`src/rtl/pattern_seq_pkg.sv`:
```
// pattern_seq_pkg: shared types and constants for pattern_sequencer.
// Holds the mode enum, the LFSR tap table and the legal parameter bounds.
package pattern_seq_pkg;

    typedef enum logic [1:0] {
        MODE_UP      = 2'b00,
        MODE_DOWN    = 2'b01,
        MODE_JOHNSON = 2'b10,
        MODE_LFSR    = 2'b11
    } mode_e;

    localparam int WIDTH_MIN    = 2;
    localparam int WIDTH_MAX    = 7;
    localparam int PRESCALE_MIN = 0;
    localparam int PRESCALE_MAX = 8;

    // Fibonacci tap masks of primitive polynomials, bit i = O[i].
    function automatic logic [WIDTH_MAX-1:0] lfsr_taps(input int width);
        logic [WIDTH_MAX-1:0] m;
        m = '0;
        case (width)
            2: m = 7'b000_0011;
            3: m = 7'b000_0110;
            4: m = 7'b000_1100;
            5: m = 7'b001_0100;
            6: m = 7'b011_0000;
            7: m = 7'b110_0000;
            default: m = '0;
        endcase
        return m;
    endfunction

endpackage

```
`src/rtl/pattern_sequencer_prescaler.sv`:
```
// step_prescaler: divides enabled cycles by 2^PRESCALE_BITS into STEP.
// Ports: CLK, RST (sync high), EN count enable, CLR restart -> STEP.
module step_prescaler
    import pattern_seq_pkg::*;
#(
    parameter int PRESCALE_BITS = 0
) (
    input  logic CLK,
    input  logic RST,
    input  logic EN,
    input  logic CLR,
    output logic STEP
);

    // A zero-width divider is kept as a 1-bit register pinned at 0,
    // so STEP collapses to EN without a separate code path.
    localparam int CW = (PRESCALE_BITS == 0) ? 1 : PRESCALE_BITS;
    localparam logic [CW-1:0] CMAX = CW'((1 << PRESCALE_BITS) - 1);

    logic [CW-1:0] r_cnt;
    logic          w_last;

    assign w_last = (r_cnt == CMAX);
    assign STEP   = EN && w_last;

    always_ff @(posedge CLK) begin
        if (RST || CLR) begin
            r_cnt <= '0;
        end else if (EN) begin
            if (w_last) begin
                r_cnt <= '0;
            end else begin
                r_cnt <= r_cnt + 1'b1;
            end
        end
    end

endmodule

```
`src/rtl/pattern_sequencer.sv`:
```
// pattern_sequencer: prescaled WIDTH-bit up/down/Johnson/LFSR sequencer.
// Ports: CLK, RST, EN, MODE, LOAD, DIN in; O state and TICK wrap pulse out.
module pattern_sequencer
    import pattern_seq_pkg::*;
#(
    parameter int WIDTH         = 4,
    parameter int PRESCALE_BITS = 0
) (
    input  logic             CLK,
    input  logic             RST,
    input  logic             EN,
    input  logic [1:0]       MODE,
    input  logic             LOAD,
    input  logic [WIDTH-1:0] DIN,
    output logic [WIDTH-1:0] O,
    output logic             TICK
);

    if (WIDTH < WIDTH_MIN || WIDTH > WIDTH_MAX) begin : g_bad_width
        $error("pattern_sequencer: WIDTH out of range");
    end
    if (PRESCALE_BITS < PRESCALE_MIN ||
        PRESCALE_BITS > PRESCALE_MAX) begin : g_bad_pre
        $error("pattern_sequencer: PRESCALE_BITS out of range");
    end

    localparam logic [WIDTH_MAX-1:0] TAPS = lfsr_taps(WIDTH);
    localparam logic [WIDTH-1:0] ONE = WIDTH'(1);

    logic [WIDTH-1:0] r_o;
    logic             r_tick;
    logic             w_step;
    mode_e            w_mode;
    logic [WIDTH-1:0] w_next;
    logic             w_wrap;
    logic             w_fb;

    assign w_mode = mode_e'(MODE);
    assign w_fb   = ^(r_o & TAPS[WIDTH-1:0]);

    step_prescaler #(
        .PRESCALE_BITS(PRESCALE_BITS)
    ) u_pre (
        .CLK (CLK),
        .RST (RST),
        .EN  (EN),
        .CLR (LOAD),
        .STEP(w_step)
    );

    always_comb begin
        w_next = r_o;
        w_wrap = 1'b0;
        unique case (w_mode)
            MODE_UP: begin
                w_next = r_o + 1'b1;
                w_wrap = &r_o;
            end
            MODE_DOWN: begin
                w_next = r_o - 1'b1;
                w_wrap = (r_o == '0);
            end
            MODE_JOHNSON: begin
                w_next = {r_o[WIDTH-2:0], ~r_o[WIDTH-1]};
                w_wrap = (w_next == '0);
            end
            MODE_LFSR: begin
                // All-zero is the lock-up state; escape silently to 1.
                if (r_o == '0) begin
                    w_next = ONE;
                    w_wrap = 1'b0;
                end else begin
                    w_next = {r_o[WIDTH-2:0], w_fb};
                    w_wrap = (w_next == ONE);
                end
            end
            default: begin
                w_next = r_o;
                w_wrap = 1'b0;
            end
        endcase
    end

    always_ff @(posedge CLK) begin
        if (RST) begin
            r_o    <= '0;
            r_tick <= 1'b0;
        end else if (LOAD) begin
            r_o    <= DIN;
            r_tick <= 1'b0;
        end else if (w_step) begin
            r_o    <= w_next;
            r_tick <= w_wrap;
        end else begin
            r_tick <= 1'b0;
        end
    end

    assign O    = r_o;
    assign TICK = r_tick;

endmodule
```
`config.mk`:
```
export PLATFORM = sky130hd
export DESIGN_NAME = pattern_sequencer
export DESIGN_NICKNAME = d
export VERILOG_FILES = /design/src/rtl/pattern_seq_pkg.sv /design/src/rtl/pattern_sequencer_prescaler.sv /design/src/rtl/pattern_sequencer.sv
export SDC_FILE = /design/constraint.sdc
export NUM_CORES = 1
export LEC_CHECK = 0
export BUFFER_PORTS_ARGS = -buffer_cell sky130_fd_sc_hd__buf_4
export CORE_AREA = 8 8 45 47
export DETAILED_ROUTE_END_ITERATION = 16
export DIE_AREA = 0 0 53 55
export PLACE_DENSITY = 0.66
export SKIP_LAST_GASP = 1
export SLEW_MARGIN = 20
export SYNTH_ARGS = -nofsm -noshare
export SYNTH_HDL_FRONTEND = slang
export SYNTH_SLANG_ARGS = --single-unit
```
`constraint.sdc`:
```
create_clock -name CLK -period 1.7 [get_ports CLK]
set_input_delay 0.17 -clock CLK [delete_from_list [all_inputs] [get_ports CLK]]
set_output_delay 0.17 -clock CLK [all_outputs]
set_load 0.01 [all_outputs]
```
Yosys cells after proc, flatten, opt, wreduce, memory -nomap -nowiden
Index checks and enable logic that the tools add are counted.
Storage, ports and cells
  output and inout port bits: 5
  flip-flop bits (word level): 6
  bits of input ports: 10
  logic and storage cells: 29
Cells by class
  $add $sub $neg: 3
  equality and inequality tests: 4
  reductions and logical operators: 9
  bitwise logic cells: 3
  multiplexer cells: 7
Operators by type and width (count)
  $pmux W4 S4: 1
  $mux W4: 3
  $logic_not A4 Y1: 2
  $add A4 B1 Y4 const B: 1
  $eq A2 B2 Y1 const B: 2
  $eq A4 B1 Y1 const B: 1
  $pmux W1 S4: 1
  $reduce_and A4 Y1: 1
  $reduce_xor A4 Y1: 1
  $sub A4 B1 Y4 const B: 1
  $not A1 Y1: 3
  $reduce_or A3 Y1: 1
  $eq A2 B1 Y1 const B: 1
  $logic_not A2 Y1: 1
  $mux W1: 2
  $reduce_bool A2 Y1: 1
  $add A1 B1 Y1 const B: 1
  $logic_and A1 B1 Y1: 1
  $logic_or A1 B1 Y1: 1

Depth between registers and ports, before layout
  word-level depth: 5
  depth in mapped cells: 7

Cells and area by module
Synthesis repeated with hierarchy kept, for this count alone.
Unflattened totals
  cell total of the unflattened synthesis: 62
  area total of the unflattened synthesis: 495.5 um2
By module, submodules not included
  pattern_sequencer: cells each 61, seq. area each 100.1 um2, instances 1, area an instance 488.0 um2
  step_prescaler: cells each 1, seq. area each 0.0 um2, instances 1, area an instance 7.5 um2

Least setup slack after synthesis
Ideal clock, no wire load.
  kind: flip-flop to flip-flop
  start: register r_o[1], in the netlist O[1]
  end: register r_o[2], in the netlist O[2]
  cell stages (with the launch flop): 8
  setup time: 95 ps
  arrival: 1404 ps
  clock period less this slack: 1499 ps
  path slack: 201 ps
  required time: 1605 ps
  path through: dfxtp_1 -> buf_2 -> xnor2_1 -> ha_1 -> xor2_1 -> o21ai_0 -> a21oi_1 -> a221oi_1
Between the ends
  longest elaborated chain between the ends: 5
  elaborated cells between the ends (all ways): 7
  those cells by class: 2 x add/sub; 4 x mux; 1 x reduce/logical
Ends and longest elaborated chain
  from (decl): line pattern_sequencer.sv:30  | logic [WIDTH-1:0] r_o;
  from (signal assigned): line pattern_sequencer.sv:92  | r_o <= w_next;
  branches (longest 2 deep; another with $sub A4 B1 Y4)
  $pmux W4 S4 (*): line pattern_sequencer.sv:54  | unique case (w_mode)
  $mux W4 (*): line pattern_sequencer.sv:91  | end else if (w_step) begin
  $mux W4 (*): line pattern_sequencer.sv:88  | end else if (LOAD) begin
Mark *: on every way between the ends. The select of a mux whose other input is x is not followed.
A chain may end at the register's enable or synchronous reset.

Worst setup path after layout
Ends and elaborated chain as after synthesis.

==> results.rst <==
.. list-table::
   :header-rows: 1

   * - Metric
     - Value
   * - Quantity of hold-fixing buffers added after cts
     - 0
   * - Antenna violations before repair
     - 0
   * - Power Internal
     - 0.294 mW
   * - Reg-to-reg endpoint
     - O[2]$_SDFFE_PP0P_
   * - Flop2flop setup slack
     - 310 ps
   * - Number of flip-flops and latches in the synthesized netlist
     - 5
   * - Share of the clock period used by the worst path after layout
     - 81.9%
   * - Overflow left after global routing
     - 0
   * - Via count
     - 541
   * - Post-route cell area
     - 671 um^2
   * - Number of cells produced by synthesis
     - 64
   * - Slew of the pin with the lowest slew margin
     - 358 ps
   * - Worst hold path cell count
     - 2
   * - Drt pass-1 iters
     - 3
   * - Worst hold slack
     - 122 ps
   * - Core Footprint
     - 0.00138 mm^2
   * - Ratio of cells with drive above 1 in the final layout
     - 32.9%
   * - Largest driver fanout on the critical path
     - 3
   * - Post-CTS Setup Inserts
     - 0
   * - Core occupancy in the finished layout
     - 48.5%
   * - Achievable clock frequency
     - 718 MHz
   * - Layout fillers
     - 141
   * - Time the final worst path needs with I/O delays and setup
     - 1390 ps
   * - Origin of the critical flop-to-flop path
     - O[1]$_SDFFE_PP0P_
   * - Number of max-cap violations
     - 0
   * - CTS tree
     - done
   * - Detail-routed via count per cell
     - 5.52
   * - Largest net degree at the start of global routing
     - 13
   * - Worst endpoint required time
     - 1850 ps
   * - Worst slew margin relative to its limit
     - 76.0%
   * - Die width
     - 53 um
   * - Total area of multi-input combinational cells
     - 355 um^2
   * - Dominant register cell in the synthesized netlist
     - dfxtp_1
   * - Clock latency on the worst-skew pair
     - 250 ps
   * - Hold-critical path endpoint
     - O[1]$_SDFFE_PP0P_
   * - Switch share
     - 32.6%
   * - Seq/Total Area, Yosys
     - 19.6%
   * - Number of unique standard cell types used by synthesis
     - 35
   * - Clk pin slew, worst setup/hold paths
     - 50 ps
   * - Clk_skew
     - 1.64 ps
   * - Mapped Nets
     - 77
   * - Critical path class
     - flip-flop to flip-flop
   * - Gr busiest metal
     - met2
   * - Critical path launch point type
     - flip-flop
   * - Total net switching power
     - 0.142 mW
   * - FP Rows
     - 14
   * - Boundary pin count
     - 15
   * - Total CTS buffers
     - 3
   * - Number of violations reported at the end of detailed-routing iteration 0
     - 3
   * - Number of DRC violations after detailed routing
     - 0
   * - Post-Synthesis Mean Instance Area
     - 8.00 um^2
   * - Maximum buffer depth of the clock tree
     - 2
   * - Number of global-route vias before repair
     - 498
   * - Clock tree root buffer cell
     - clkbuf_4
   * - Initial standard-cell utilization of the core
     - 37.0%
   * - Nets
     - 96
   * - RSZ-0062 raised after global routing
     - no
   * - Final sum of negative setup slack
     - 0 ps
   * - Diode insertion count for antenna repair
     - 0
   * - Wire length of the first global-routing pass
     - 2210 um
   * - Worst path arrival time
     - 1550 ps
   * - WL/cell
     - 14.0 um
   * - Leakage power figure
     - 0.303 nW
   * - Sequential group share of total power
     - 30.8%
   * - Synth-to-Final Area Change
     - 31.1%
   * - Clock network fraction of design power
     - 32.8%
   * - Kind of capture point of the worst setup path
     - flip-flop
   * - Combinational share of power
     - 36.5%
   * - Wirelength, routed
     - 1380 um
   * - Die height
     - 55 um
   * - Yosys warns
     - 0
   * - Count of flip-flops with a built-in enable after synthesis
     - 0
   * - Run status
     - finished clean
   * - Final setup violation count
     - 0
   * - Depth of the worst register-to-register path
     - 6
   * - Number of max-slew violations in the final report
     - 0
   * - Worst min path class
     - input port to flip-flop
   * - H-tree depth reported by CTS
     - 1
   * - Placer congestion estimate
     - 0.825
   * - Met1 Resource Use GR
     - 10.5%
   * - Power per cell area
     - 651 mW/mm^2
   * - Post-CTS sizing
     - 0
   * - Met2 Usage GRT
     - 17.4%
   * - Buffers added on ports
     - 14
   * - Sequential Area
     - 100 um^2
   * - Cell area after technology mapping
     - 512 um^2
   * - Number of nets with antenna violations after detailed routing
     - 0
   * - Met3 routing resource usage after global routing
     - 5.61%
   * - Worst Min Path Start
     - RST
   * - Worst voltage drop across the vdd grid
     - 0.000349 V
   * - Number of hold violations in the final report
     - 0
   * - Die ar.
     - 0.00292 mm^2
   * - Dpl hpwl
     - 1040 um
   * - DP Area
     - 644 um^2
   * - Proportion of synthesized flip-flops having asynchronous set or reset
     - 0%
   * - Overall fraction of global-route tracks in use
     - 10.2%
   * - CTS sink count
     - 5
## synthesized netlist by cell type, types with 2 or more instances
| master | n | area, um^2 |
|---|---|---|
| o21ai_0 | 6 | 30.0 |
| a21oi_1 | 5 | 25.0 |
| dfxtp_1 | 5 | 100 |
| nor2_1 | 5 | 18.8 |
| inv_1 | 4 | 15.0 |
| buf_2 | 3 | 15.0 |
| ha_1 | 3 | 37.5 |
| nor3b_1 | 3 | 22.5 |
| nand3b_1 | 2 | 15.0 |
| nor2b_1 | 2 | 12.5 |
| o31ai_1 | 2 | 15.0 |
## power groups by stage
stage | Combinational [mW] | Sequential (mW) | Clock [mW]
finish | 0.159 | 0.134 | 0.143
CTS | 0.160 | 0.134 | 0.144
global placement | 0.156 | 0.136 | 0
detailed placement | 0.159 | 0.136 | 0
floorplan | 0.0929 | 0.143 | 0
global route | 0.177 | 0.135 | 0.158
## through the flow
step	power, mW	std cells	setup WS (ps)
after floorplan	0.235	64	201
after global placement	0.293	94	111
after detailed placement	0.296	94	76.4
after CTS	0.439	98	284
after global routing	0.469	98	193
final	0.436	98	307
## cells by family after synthesis
logic type | count (synthesis) | share of synthesized area [%]
AO/OA/AOI/OAI | 24 | 33.7
XOR/XNOR | 2 | 3.42
adder cells (fa/ha/maj) | 3 | 7.34
buffers and inverters | 11 | 11.0
flip-flops | 5 | 19.6
multiplexers | 1 | 1.96
AND/OR/NAND/NOR | 18 | 23.0
## layout by cell type (no fill, tap or decap), drive strengths merged, types with 2 or more instances in the layout
| master | n |
|---|---|
| o21ai | 7 |
| nand3b | 2 |
| inv | 5 |
| ha | 3 |
| a21oi | 5 |
| o41ai | 2 |
| dfxtp | 5 |
| nor3b | 3 |
| o31ai | 2 |
| buf | 20 |
| nor2 | 5 |
| clkbuf | 4 |
| nor2b | 2 |
## sequential cells by signal, indices dropped and copies added (netlist names)
signal / flops
O: 4
TICK: 1
## how the worst max path moves through the flow
| stage | start | endpoint | cells past startpoint | slack (ps) |
|---|---|---|---|---|
| detailed placement | MODE[1] | O[2]$_SDFFE_PP0P_ | 8 | 80 |
| global route | O[1]$_SDFFE_PP0P_ | O[2]$_SDFFE_PP0P_ | 6 | 190 |
| finish | O[1]$_SDFFE_PP0P_ | O[2]$_SDFFE_PP0P_ | 6 | 310 |
| floorplan | O[1]$_SDFFE_PP0P_ | O[2]$_SDFFE_PP0P_ | 7 | 200 |
| global placement | MODE[1] | O[2]$_SDFFE_PP0P_ | 8 | 110 |
| CTS | O[1]$_SDFFE_PP0P_ | O[2]$_SDFFE_PP0P_ | 6 | 280 |
## critical path: stages (launching register included)
cell	delay [ps]
dfxtp_1	330
xnor2_1	130
ha_1	210
xor2_1	140
o21ai_0	140
a21oi_1	90
a221oi_1	250
## final cells by class
cell class,count,share of cell area (%)
inverters,5,2.80
clock buffers,4,3.92
well taps,16,2.99
multi-input cells,48,53.0
repair buffers,20,22.4
flip-flops and latches,5,14.9
## layer usage
metal	vias up	wire length [um]
li1	271	-
met1	257	585
met3	0	134
met5	-	0
met4	0	0
met2	13	655
Power figures use the tool's default switching activity.
